===== src/rtl/flag_branch_unit.sv =====
// flag_branch_unit
//   Sits after the orGate16 zero-detect tree in the in-order execute stage.
//   It holds the architectural NZCV register and resolves B.cond, CBZ and
//   CBNZ taken decisions through a two-stage valid/ready pipeline (S1 eval,
//   S2 output register) feeding the fetch-redirect logic.
//
//   Optional build macro: FLAG_BRANCH_STATS_EN adds the saturating 16-bit
//   br_count / taken_count statistics outputs.
//
//   Handshake: a transfer happens on a rising clk edge where the producer's
//   valid and the consumer's ready are both high. A producer holds valid and
//   payload stable until that edge. in_ready is built only from internal
//   state and out_ready, never from in_valid.
//
//   WIDTH must be a multiple of 16; one nz_chunks bit per 16-bit chunk.
module flag_branch_unit #(
    parameter int WIDTH = 64
) (
    input  logic                  clk,
    input  logic                  reset,
    input  logic                  in_valid,
    output logic                  in_ready,
    input  logic [WIDTH-1:0]      alu_result,
    input  logic [WIDTH/16-1:0]   nz_chunks,
    input  logic                  alu_carry,
    input  logic                  alu_overflow,
    input  logic                  set_flags,
    input  logic [1:0]            br_op,
    input  logic [3:0]            cond,
    output logic                  out_valid,
    input  logic                  out_ready,
    output logic                  out_taken,
    output logic [3:0]            out_flags,
    output logic [3:0]            flags
`ifdef FLAG_BRANCH_STATS_EN
    ,
    output logic [15:0]           br_count,
    output logic [15:0]           taken_count
`endif
);

    localparam int NCHUNK = WIDTH / 16;

    typedef enum logic [1:0] {
        BR_NONE  = 2'b00,
        BR_BCOND = 2'b01,
        BR_CBZ   = 2'b10,
        BR_CBNZ  = 2'b11
    } br_op_e;

    // ARM condition codes, indexed by the 4-bit cond field.
    typedef enum logic [3:0] {
        CC_EQ = 4'd0,  CC_NE = 4'd1,  CC_CS = 4'd2,  CC_CC = 4'd3,
        CC_MI = 4'd4,  CC_PL = 4'd5,  CC_VS = 4'd6,  CC_VC = 4'd7,
        CC_HI = 4'd8,  CC_LS = 4'd9,  CC_GE = 4'd10, CC_LT = 4'd11,
        CC_GT = 4'd12, CC_LE = 4'd13, CC_AL = 4'd14, CC_NV = 4'd15
    } cond_e;

    // ------------------------------------------------------------------
    // Stage registers
    // ------------------------------------------------------------------
    // S1 holds only what evaluation needs: the sign bit of the result is the
    // only bit of alu_result that matters, zero comes from the chunk ORs.
    logic              r_s1_valid;
    logic              r_s1_n;
    logic [NCHUNK-1:0] r_s1_nz_chunks;
    logic              r_s1_c;
    logic              r_s1_v;
    logic              r_s1_set_flags;
    br_op_e            r_s1_br_op;
    cond_e             r_s1_cond;

    logic              r_s2_valid;
    logic              r_s2_taken;
    logic [3:0]        r_s2_flags;
    logic [3:0]        r_flags;

    // ------------------------------------------------------------------
    // Pipeline control
    // ------------------------------------------------------------------
    logic              w_advance;
    logic              w_accept;
    logic              w_s1_move;
    logic              w_s2_drain;

    // Lower result bits are intentionally ignored; the zero test uses the
    // orGate16 outputs instead of a second WIDTH-wide reduction.
    logic              w_unused_result;
    assign w_unused_result = ^alu_result[WIDTH-2:0];

    assign w_advance  = ~r_s2_valid | out_ready;
    assign in_ready   = ~r_s1_valid | w_advance;
    assign w_accept   = in_valid & in_ready;
    assign w_s1_move  = r_s1_valid & w_advance;
    assign w_s2_drain = r_s2_valid & out_ready;

    // ------------------------------------------------------------------
    // S1 evaluation
    // ------------------------------------------------------------------
    logic              w_n;
    logic              w_z;
    logic              w_c;
    logic              w_v;
    logic [3:0]        w_nzcv;
    logic              w_cond_pass;
    logic              w_taken;

    // Flags produced by the op sitting in S1.
    always_comb begin
        w_n    = r_s1_n;
        w_z    = ~|r_s1_nz_chunks;
        w_c    = r_s1_c;
        w_v    = r_s1_v;
        w_nzcv = {w_n, w_z, w_c, w_v};
    end

    // Condition check for BCOND, always against the committed flag register
    // (this op's own flag write lands only as it leaves S1).
    always_comb begin
        logic f_n;
        logic f_z;
        logic f_c;
        logic f_v;
        f_n = r_flags[3];
        f_z = r_flags[2];
        f_c = r_flags[1];
        f_v = r_flags[0];
        w_cond_pass = 1'b0;
        case (r_s1_cond)
            CC_EQ:   w_cond_pass = f_z;
            CC_NE:   w_cond_pass = ~f_z;
            CC_CS:   w_cond_pass = f_c;
            CC_CC:   w_cond_pass = ~f_c;
            CC_MI:   w_cond_pass = f_n;
            CC_PL:   w_cond_pass = ~f_n;
            CC_VS:   w_cond_pass = f_v;
            CC_VC:   w_cond_pass = ~f_v;
            CC_HI:   w_cond_pass = f_c & ~f_z;
            CC_LS:   w_cond_pass = ~f_c | f_z;
            CC_GE:   w_cond_pass = (f_n == f_v);
            CC_LT:   w_cond_pass = (f_n != f_v);
            CC_GT:   w_cond_pass = ~f_z & (f_n == f_v);
            CC_LE:   w_cond_pass = f_z | (f_n != f_v);
            CC_AL:   w_cond_pass = 1'b1;
            CC_NV:   w_cond_pass = 1'b1;
            default: w_cond_pass = 1'b0;
        endcase
    end

    // Taken decision per branch kind; CBZ/CBNZ test this op's own result.
    always_comb begin
        w_taken = 1'b0;
        case (r_s1_br_op)
            BR_NONE:  w_taken = 1'b0;
            BR_BCOND: w_taken = w_cond_pass;
            BR_CBZ:   w_taken = w_z;
            BR_CBNZ:  w_taken = ~w_z;
            default:  w_taken = 1'b0;
        endcase
    end

    // ------------------------------------------------------------------
    // Sequential state
    // ------------------------------------------------------------------
    // S1: capture on accept, empty when its op moves on with nothing new.
    always_ff @(posedge clk or posedge reset) begin
        if (reset) begin
            r_s1_valid     <= 1'b0;
            r_s1_n         <= 1'b0;
            r_s1_nz_chunks <= '0;
            r_s1_c         <= 1'b0;
            r_s1_v         <= 1'b0;
            r_s1_set_flags <= 1'b0;
            r_s1_br_op     <= BR_NONE;
            r_s1_cond      <= CC_EQ;
        end else if (w_accept) begin
            r_s1_valid     <= 1'b1;
            r_s1_n         <= alu_result[WIDTH-1];
            r_s1_nz_chunks <= nz_chunks;
            r_s1_c         <= alu_carry;
            r_s1_v         <= alu_overflow;
            r_s1_set_flags <= set_flags;
            r_s1_br_op     <= br_op_e'(br_op);
            r_s1_cond      <= cond_e'(cond);
        end else if (w_advance) begin
            r_s1_valid     <= 1'b0;
        end
    end

    // S2: load the decision when S1 moves; otherwise empty on drain, hold on stall.
    always_ff @(posedge clk or posedge reset) begin
        if (reset) begin
            r_s2_valid <= 1'b0;
            r_s2_taken <= 1'b0;
            r_s2_flags <= 4'b0000;
        end else if (w_s1_move) begin
            r_s2_valid <= 1'b1;
            r_s2_taken <= w_taken;
            r_s2_flags <= w_nzcv;
        end else if (w_s2_drain) begin
            r_s2_valid <= 1'b0;
        end
    end

    // Architectural NZCV: written only as a flag-setting op leaves S1, so
    // writes happen in program order and the next op in S1 sees them.
    always_ff @(posedge clk or posedge reset) begin
        if (reset) begin
            r_flags <= 4'b0000;
        end else if (w_s1_move && r_s1_set_flags) begin
            r_flags <= w_nzcv;
        end
    end

    assign out_valid = r_s2_valid;
    assign out_taken = r_s2_taken;
    assign out_flags = r_s2_flags;
    assign flags     = r_flags;

`ifdef FLAG_BRANCH_STATS_EN
    // ------------------------------------------------------------------
    // Branch statistics
    // ------------------------------------------------------------------
    logic        r_s2_is_br;
    logic [15:0] r_br_count;
    logic [15:0] r_taken_count;

    // Remember whether the op in S2 is a branch so it can be counted on exit.
    always_ff @(posedge clk or posedge reset) begin
        if (reset) begin
            r_s2_is_br <= 1'b0;
        end else if (w_s1_move) begin
            r_s2_is_br <= (r_s1_br_op != BR_NONE);
        end
    end

    // Saturating counters bumped as a branch decision is handed downstream.
    always_ff @(posedge clk or posedge reset) begin
        if (reset) begin
            r_br_count    <= 16'h0000;
            r_taken_count <= 16'h0000;
        end else if (w_s2_drain && r_s2_is_br) begin
            if (r_br_count != 16'hFFFF) begin
                r_br_count <= r_br_count + 16'h0001;
            end
            if (r_s2_taken && (r_taken_count != 16'hFFFF)) begin
                r_taken_count <= r_taken_count + 16'h0001;
            end
        end
    end

    assign br_count    = r_br_count;
    assign taken_count = r_taken_count;
`endif

endmodule


===== config.mk =====
export PLATFORM = sky130hd
export DESIGN_NAME = flag_branch_unit
export DESIGN_NICKNAME = d
export VERILOG_FILES = /design/src/rtl/flag_branch_unit.sv
export SDC_FILE = /design/constraint.sdc
export NUM_CORES = 1
export LEC_CHECK = 0
export ABC_AREA = 0
export CORE_MARGIN = 2
export CORE_UTILIZATION = 60
export CTS_BUF_LIST = sky130_fd_sc_hd__clkbuf_4
export CTS_CLUSTER_SIZE = 8
export DETAILED_ROUTE_END_ITERATION = 7
export DONT_BUFFER_PORTS = 1
export PLACE_DENSITY = 0.86
export SKIP_CTS_REPAIR_TIMING = 1
export SKIP_LAST_GASP = 1
export SLEW_MARGIN = 0
export SYNTH_ARGS = -nofsm -noshare
export SYNTH_HDL_FRONTEND = slang
export SYNTH_SLANG_ARGS = --single-unit

===== constraint.sdc =====
create_clock -name clk -period 3.3 [get_ports clk]
set_clock_uncertainty 0.1 [all_clocks]
set_input_delay 0.99 -clock clk [delete_from_list [all_inputs] [get_ports clk]]
set_output_delay 0.99 -clock clk [all_outputs]
set_load 0.005 [all_outputs]

==> summary.md, run 1 <==
| Metric | Value |
|---|---|
| Core area | `0.00176 mm^2` |
| Max clock buf depth | `2` |
| Fmax | `439 MHz` |
| Final Hold Viols | `0` |
| ANT cells | `0` |
| Initial antenna violation count | `0` |
| Total iterations of the first detailed-routing run | `3` |
| First-pass GRT wire length | `2.86 mm` |
| Final period util | `0.690` |
| Most common cell after layout, fill and taps aside | `dfrtp_1` |
| Site row count | `15` |
| Die area | `0.00229 mm^2` |
| IO buf count | `0` |
| Remaining Overflow, GRT | `0` |
| Slack of the worst reg-to-reg path | `1.65 ns` |
| DPL Wire Length | `1.47 mm` |
| Yosys cell types | `25` |
| Avg Vias per Cell | `5.89` |
| CP arrival | `1.19 ns` |
| Count of pins over their slew limit | `0` |
| Layout cells sized above 1 | `0.100` |
| Mapped Cells | `88` |
| Layout Nets | `172` |
| Placed Cells | `111` |
| Starting DRT DRC Count | `3` |
| Worst-Skew Late Latency | `0.31 ns` |
| Min-delay worst type | `reg2reg` |
| Final Setup Violations | `0` |
| Mapped Area | `0.00115 mm^2` |
| Worst r2r src | `r_s1_valid` |
| Worst-case reg-to-reg path depth | `3` |
| Critical-path cell list | `nand3b_1` |
| Avg Inst Size Synth | `13.1 um^2` |
| Most frequent cells in the layout | `25 x dfrtp_1, 19 x mux2_1, 6 x nand2_1` |
| Boundary Pins | `92` |
| Worst-margin pin slew | `0.902 ns` |
| Outcome | `completed` |
| Hold_sp | `r_s1_br_op[0]` |
| ANT nets after route | `0` |
| DRC viols | `0` |
| Yosys warnings | `0` |
| Largest net degree at the start of global routing | `26` |
| Fillers | `151` |
| H-tree depth | `1` |
| Syn Nets | `169` |
| Crit Reg-Reg Endpoint | `r_s1_c` |
| Cell family contributing the most delay on the critical path | `simple AND/OR/NAND/NOR gates` |
| Worst-path clk slew | `0.13 ns` |
| Setup tns final | `0 ns` |
| Pleak | `0.000514 uW` |
| Slew margin rel. | `0.398` |
| Wirelength per Cell | `16.5 um` |
| Synth-to-layout area growth | `4.23%` |
| Buf/Inv on CP | `0` |
| Crit path max fanout | `3` |
| CTS tree | `yes` |
| Critical path's slowest cell | `nand3b_1` |
| PD cells | `613 mW/mm^2` |
| CTS Buf Count | `3` |
| Worst Path Required | `2.21 ns` |
| MaxCap Viol Count | `0` |
| #FFs+latches synth | `25` |
| GPL Wtd Cong | `0.774` |
| CP peak stage delay | `0.20 ns` |
| CTS Sinks | `25` |
| Tmin final | `2.28 ns` |
| Nature of the critical path startpoint | `input port` |
| RSZ-0062 raised after global routing | `no` |
| Die width | `47.8 um` |
| Met2 wire length | `900 um` |
| VDD IR max | `0.000416 V` |
| GR Util All Layers | `0.190` |
| Final std cells w/o fill | `115` |
| Hold EP | `r_s1_br_op[0]` |
| Top Layer Used | `met4` |
| Sequential area share after synthesis | `0.543` |
| CP Capture Type | `primary output` |
| Die Height | `47.8 um` |
| WS Path Type | `in2out` |
| Metal3 WL | `161 um` |
| Drt total wl | `1.90 mm` |
| Via count | `677` |
| Starting density of the core | `0.653` |
| M1 wire length | `782 um` |
| Clock Tree Root | `clkbuf_4` |
| Vias in the first global route | `625` |
| Hold Path Stages | `1` |
-- layout make-up --
class / instances / area [um^2] / share of cell area
clock buffer: 4 / 30.0 / 0.0250
inverter: 2 / 7.51 / 0.00625
multi-input combinational: 59 / 507 / 0.422
sequential: 25 / 626 / 0.521
tap: 25 / 31.3 / 0.0260
-- worst max-delay path by stage --
stage	start	end	slack (ns)	depth (start not counted)
floorplan	out_ready	in_ready	1.04	1
global placement	out_ready	r_s1_cond[1]	1.01	3
detailed placement	out_ready	r_s1_c	0.96	3
CTS	out_ready	in_ready	1.02	1
global route	out_ready	in_ready	1.01	1
finish	out_ready	in_ready	1.02	1
-- cells in the mapped netlist --
library cell,count,area share
xnor2_1,4,0.030
xor2_1,2,0.015
o22ai_1,1,0.0054
nor2_1,4,0.013
mux2_2,3,0.029
buf_4,1,0.0065
o21a_1,2,0.013
a221oi_1,1,0.0076
nand3b_1,2,0.013
and3b_1,1,0.0076
nand3_1,1,0.0043
mux2_1,19,0.19
dfrtp_1,25,0.54
nor2b_1,1,0.0054
inv_1,2,0.0065
a22oi_1,1,0.0065
a31oi_1,2,0.011
nor4_1,1,0.0054
a22o_1,1,0.0076
nand2b_1,4,0.022
nor4_4,1,0.018
a221oi_2,1,0.013
buf_2,1,0.0043
a21o_1,1,0.0065
nand2_1,6,0.020
-- per-stage QoR --
step	instance area, um^2	hold slack, ns	power (uW)	util	setup WS, ns
after global placement	1170	0.378	593	0.664	1.01
after detailed placement	1170	0.386	607	0.664	0.962
final	1200	0.415	736	0.681	1.02
after global routing	1200	0.442	788	0.681	1.01
after CTS	1200	0.416	745	0.681	1.02
after floorplan	1150	0.364	569	-	1.04
-- state kept, by name, summed over array words and instances, names as in the netlist, 2 cells and up --
register and count:
flags 4, out_flags 4, r_s1_cond 4, r_s1_nz_chunks 4
r_s1_br_op 2
-- power by group --
part,total [uW],internal [uW],switching (uW)
Sequential,434,364,70.2
Clock,139,55.4,84.1
Combinational,163,92.0,70.9
Total,736,511,225
-- cells by family after synthesis --
logic type / share of synthesized area
muxes: 0.215
xor gates and xnor gates: 0.0456
and+or+nand+nor: 0.109
buffers and inverters: 0.0174
AOI/OAI and AO/OA: 0.0706
DFF: 0.543
-- metal layers --
| metal | track usage | vias to the layer above |
|---|---|---|
| met5 | 0 | - |
| met4 | 0.108 | 0 |
| met3 | 0.0642 | 6 |
| met2 | 0.301 | 25 |
| met1 | 0.225 | 329 |
| li1 | - | 317 |
No activity file was read; power rests on OpenSTA's default activity.
==> inputs of run 2 (changes only) <==
clock period = 2.2 ns   (was 3.3 ns; I/O delays follow)
==> summary.md, run 2 (synthesized netlist as in run 1, its figures left out) <==
| Metric | Value |
|---|---|
| DRC viols | `0 (unchanged)` |
| Remaining Overflow, GRT | `0 (unchanged)` |
| Die width | `47.8 um (unchanged)` |
| CTS tree | `yes (unchanged)` |
| PD cells | `912 mW/mm^2 (was 613 mW/mm^2)` |
| WS Path Type | `reg2out (was in2out)` |
| Max clock buf depth | `2 (unchanged)` |
| CTS Buf Count | `3 (unchanged)` |
| CTS Sinks | `25 (unchanged)` |
| Synth-to-layout area growth | `5.54% (was 4.23%)` |
| Die Height | `47.8 um (unchanged)` |
| RSZ-0062 raised after global routing | `no (unchanged)` |
| First-pass GRT wire length | `2.76 mm (was 2.86 mm)` |
| Outcome | `completed (unchanged)` |
| Worst hold margin | `0.166 ns (was 0.415 ns)` |
| VDD IR max | `0.000563 V (was 0.000416 V)` |
| ANT nets after route | `0 (unchanged)` |
| Initial antenna violation count | `0 (unchanged)` |
| Boundary Pins | `92 (unchanged)` |
| Setup tns final | `0 ns (unchanged)` |
| Setup WS pre-CTS | `0.432 ns (was 0.962 ns)` |
| Total iterations of the first detailed-routing run | `4 (was 3)` |
| CP arrival | `0.91 ns (was 1.19 ns)` |
| Buf/Inv on CP | `0 (unchanged)` |
| ANT cells | `0 (unchanged)` |
| Avg Vias per Cell | `5.74 (was 5.89)` |
| Cell family contributing the most delay on the critical path | `flip-flops (was simple AND/OR/NAND/NOR gates)` |
| Starting density of the core | `0.653 (unchanged)` |
| CP Capture Type | `primary output (unchanged)` |
| Tmin final | `1.67 ns` |
| Worst Path Required | `1.44 ns (was 2.21 ns)` |
| IO buf count | `0 (unchanged)` |
| Drt total wl | `1.89 mm (was 1.90 mm)` |
| Worst-Skew Late Latency | `0.32 ns (was 0.31 ns)` |
| MaxCap Viol Count | `0 (unchanged)` |
| Die area | `0.00229 mm^2 (unchanged)` |
| Largest net degree at the start of global routing | `26 (unchanged)` |
| Starting DRT DRC Count | `4 (was 3)` |
| Slew margin rel. | `0.731 (was 0.398)` |
| GR Util All Layers | `0.186 (was 0.190)` |
| Worst-margin pin slew | `0.401 ns (was 0.902 ns)` |
| GPL Wtd Cong | `0.780 (was 0.774)` |
| Nature of the critical path startpoint | `flop (was input port)` |
| Wirelength per Cell | `16.2 um (was 16.5 um)` |
| Layout Nets | `174 (was 172)` |
| Setup ws final | `0.530 ns (was 1.02 ns)` |
| Final Setup Violations | `0 (unchanged)` |
| Min-delay worst type | `in2async (was reg2reg)` |
| Fillers | `147 (was 151)` |
| Final period util | `0.759` |
| H-tree depth | `1 (unchanged)` |
| DPL Wire Length | `1.41 mm (was 1.47 mm)` |
| Fmax | `599 MHz` |
| Vias in the first global route | `577 (was 625)` |
| Core Util, Final | `0.689 (was 0.681)` |
| Final Hold Viols | `0 (unchanged)` |
| Overall power consumption | `1110 uW (was 736 uW)` |
| Most frequent cells in the layout | `25 x dfrtp_1, 19 x mux2_1, 6 x nand2_1 (unchanged)` |
| Site row count | `15 (unchanged)` |
| Core area | `0.00176 mm^2 (unchanged)` |
| CP peak stage delay | `0.44 ns (was 0.20 ns)` |
| Via count | `672 (was 677)` |
| Pleak | `0.000523 uW (was 0.000514 uW)` |
| Clock Tree Root | `clkbuf_4 (unchanged)` |
| Critical-path cell list | `nand3b_1 (unchanged)` |
| Count of pins over their slew limit | `0 (unchanged)` |
| Layout cells sized above 1 | `0.120 (was 0.100)` |
| Crit path max fanout | `3 (unchanged)` |
| Most common cell after layout, fill and taps aside | `dfrtp_1 (unchanged)` |
| Worst-path clk slew | `0.13 ns (about the same)` |
| Critical path's slowest cell | `dfrtp_1 (was nand3b_1)` |
-- run 2: path summary, 6_finish.rpt --
path,slack [ns],depth (start not counted),from,end
setup / recovery,0.53,1,out_valid,in_ready
hold / removal,0.17,2,reset,out_taken
setup reg to reg,0.63,5,r_s1_nz_chunks[3],out_taken
hold reg to reg,0.41,1,r_s1_set_flags,r_s1_set_flags
max in group asynchronous,1.59,2,reset,out_valid
min in group clk,0.34,1,in_valid,r_s1_valid
-- run 2: where the power goes --
group	internal (uW)	switching, uW
clock	83.3	129
sequential	546	108
combinational	141	103
-- run 2: layer usage --
metal	vias up	routed length (um)	global-route usage	part of all wire
li1	322	-	-	-
met1	321	851	0.246	0.45
met2	25	869	0.267	0.46
met3	4	145	0.0717	0.077
met4	0	27	0.0973	0.014
met5	-	0	0	0
-- run 2: cell type report --
type | count | area (um^2) | share of cell area
multi-input cells | 59 | 507 | 0.417
flip-flops and latches | 25 | 626 | 0.514
inverters | 2 | 7.51 | 0.00617
clock buffers | 4 | 30.0 | 0.0247
repair buffers | 2 | 15.0 | 0.0123
well taps | 25 | 31.3 | 0.0257
-- run 2: stage by stage --
| stage | instance area, um^2 | instances |
|---|---|---|
| 4_1_cts | 1220 | 117 |
| 5_1_grt | 1220 | 117 |
| 6_report | 1220 | 117 |
| 3_3_place_gp | 1190 | 113 |
| 3_5_place_dp | 1190 | 113 |
| 2_1_floorplan | 1150 | 88 |
==> inputs of run 3 (changes only) <==
clock period = 1.6 ns   (was 2.2 ns; I/O delays follow)
==> summary.md, run 3 (synthesized netlist as in run 1, its figures left out) <==
| Metric | Value |
|---|---|
| CP peak stage delay | `0.41 ns (was 0.44 ns)` |
| Total iterations of the first detailed-routing run | `4 (unchanged)` |
| Avg Vias per Cell | `5.82 (was 5.74)` |
| Final Hold Viols | `0 (unchanged)` |
| Worst hold margin | `0.169 ns (was 0.166 ns)` |
| Overall power consumption | `1540 uW (was 1110 uW)` |
| Buf/Inv on CP | `1 (was 0)` |
| Worst Path Required | `1.02 ns (was 1.44 ns)` |
| GR Util met1 | `0.262 (was 0.246)` |
| Die width | `47.8 um (unchanged)` |
| Placed cell area | `0.00121 mm^2 (was 0.00119 mm^2)` |
| Worst-Skew Late Latency | `0.31 ns (was 0.32 ns)` |
| H-tree depth | `1 (unchanged)` |
| Slew margin rel. | `0.757 (was 0.731)` |
| DRC viols | `0 (unchanged)` |
| Boundary Pins | `92 (unchanged)` |
| IO buf count | `0 (unchanged)` |
| Grt met2 use | `0.307 (was 0.267)` |
| Most frequent cells in the layout | `25 x dfrtp_1, 19 x mux2_1, 6 x nand2_1 (unchanged)` |
| Starting density of the core | `0.653 (unchanged)` |
| CTS Sinks | `25 (unchanged)` |
| Max clock buf depth | `2 (unchanged)` |
| Worst-margin pin slew | `0.361 ns (was 0.401 ns)` |
| Final instance area | `0.00125 mm^2 (was 0.00122 mm^2)` |
| Core area | `0.00176 mm^2 (unchanged)` |
| Placed Cells | `114 (was 113)` |
| PD cells | `1240 mW/mm^2 (was 912 mW/mm^2)` |
| CP arrival | `0.99 ns (was 0.91 ns)` |
| Fmax | `638 MHz` |
| Starting DRT DRC Count | `14 (was 4)` |
| GR peak layer | `met2 (unchanged)` |
| Crit path max fanout | `3 (unchanged)` |
| Die area | `0.00229 mm^2 (unchanged)` |
| Initial antenna violation count | `0 (unchanged)` |
| Pleak | `0.000537 uW (was 0.000523 uW)` |
| ANT nets after route | `0 (unchanged)` |
| ANT cells | `0 (unchanged)` |
| Critical-path cell list | `nand3b_1, buf_4 (was nand3b_1)` |
| Global Route met3 Usage | `0.0679 (was 0.0717)` |
| Layout Nets | `176 (was 174)` |
| Final period util | `0.979` |
| CTS Buf Count | `3 (unchanged)` |
| CP Capture Type | `primary output (unchanged)` |
| Cell family contributing the most delay on the critical path | `flip-flops (unchanged)` |
| Layout cells sized above 1 | `0.128 (was 0.120)` |
| Tmin final | `1.57 ns` |
| Die Height | `47.8 um (unchanged)` |
| Clock Tree Root | `clkbuf_4 (unchanged)` |
| Fillers | `130 (was 147)` |
| RSZ-0062 raised after global routing | `yes (was no)` |
| Nature of the critical path startpoint | `flop (unchanged)` |
| GR Util All Layers | `0.202 (was 0.186)` |
| Final Setup Violations | `0 (unchanged)` |
| Vias in the first global route | `672 (was 577)` |
| Count of pins over their slew limit | `0 (unchanged)` |
| First-pass GRT wire length | `3.09 mm (was 2.76 mm)` |
| VDD IR max | `0.000967 V (was 0.000563 V)` |
| Critical path's slowest cell | `dfrtp_1 (unchanged)` |
| CTS tree | `yes (unchanged)` |
| Remaining Overflow, GRT | `0 (unchanged)` |
| DPL Wire Length | `1.42 mm (was 1.41 mm)` |
| GPL Wtd Cong | `0.784 (was 0.780)` |
| Wirelength per Cell | `16.0 um (was 16.2 um)` |
| WS Path Type | `reg2out (unchanged)` |
| Most common cell after layout, fill and taps aside | `dfrtp_1 (unchanged)` |
| Worst-path clk slew | `0.13 ns (about the same)` |
| Drt total wl | `1.91 mm (was 1.89 mm)` |
| Min-delay worst type | `in2reg (was in2async)` |
| MaxCap Viol Count | `0 (unchanged)` |
| Final std cells w/o fill | `119 (was 117)` |
| Via count | `693 (was 672)` |
| Site row count | `15 (unchanged)` |
| Outcome | `completed (unchanged)` |
| Synth-to-layout area growth | `8.14% (was 5.54%)` |
| Largest net degree at the start of global routing | `26 (unchanged)` |
==> run 3: final cells by class <==
cell class              instances  area [um^2]  share of cell area
flip-flops and latches         25          626               0.502
repair buffers                  4         45.0              0.0361
inverters                       2         7.51             0.00602
multi-input cells              59          507               0.407
clock buffers                   4         30.0              0.0241
well taps                      25         31.3              0.0251
==> run 3: per-stage QoR <==
| stage | TNS, ns | utilization | setup WS (ns) |
|---|---|---|---|
| finish | 0 | 0.706 | 0.0335 |
| floorplan | 0 | - | 0.0181 |
| global route | -0.0917 | 0.706 | -0.0479 |
| global placement | 0 | 0.684 | 0.0935 |
| CTS | 0 | 0.701 | 0.0269 |
| detailed placement | 0 | 0.684 | 0.0648 |
==> run 3: where the power goes <==
part,switching [uW],internal [uW],leakage (uW)
clock network,180,115,0.0000184
registers,147,750,0.000295
logic,147,202,0.000223
total,474,1070,0.000537
==> run 3: worst paths after layout <==
check,from,endpoint,slack [ns],cells after the start
hold reg to reg,r_s1_set_flags,r_s1_set_flags,0.42,1
setup / recovery,out_valid,in_ready,0.03,2
max in group asynchronous,reset,r_s1_cond[1],0.63,3
setup reg to reg,r_s1_nz_chunks[2],out_taken,0.06,5
hold / removal,in_valid,r_s1_valid,0.17,1
min in group asynchronous,reset,r_s1_nz_chunks[0],0.54,3
==> run 3: routing by layer <==
metal | share of wire | vias up
met2 | 0.47 | 24
met4 | 0.021 | 0
met5 | 0 | -
met3 | 0.087 | 4
li1 | - | 326
met1 | 0.43 | 339
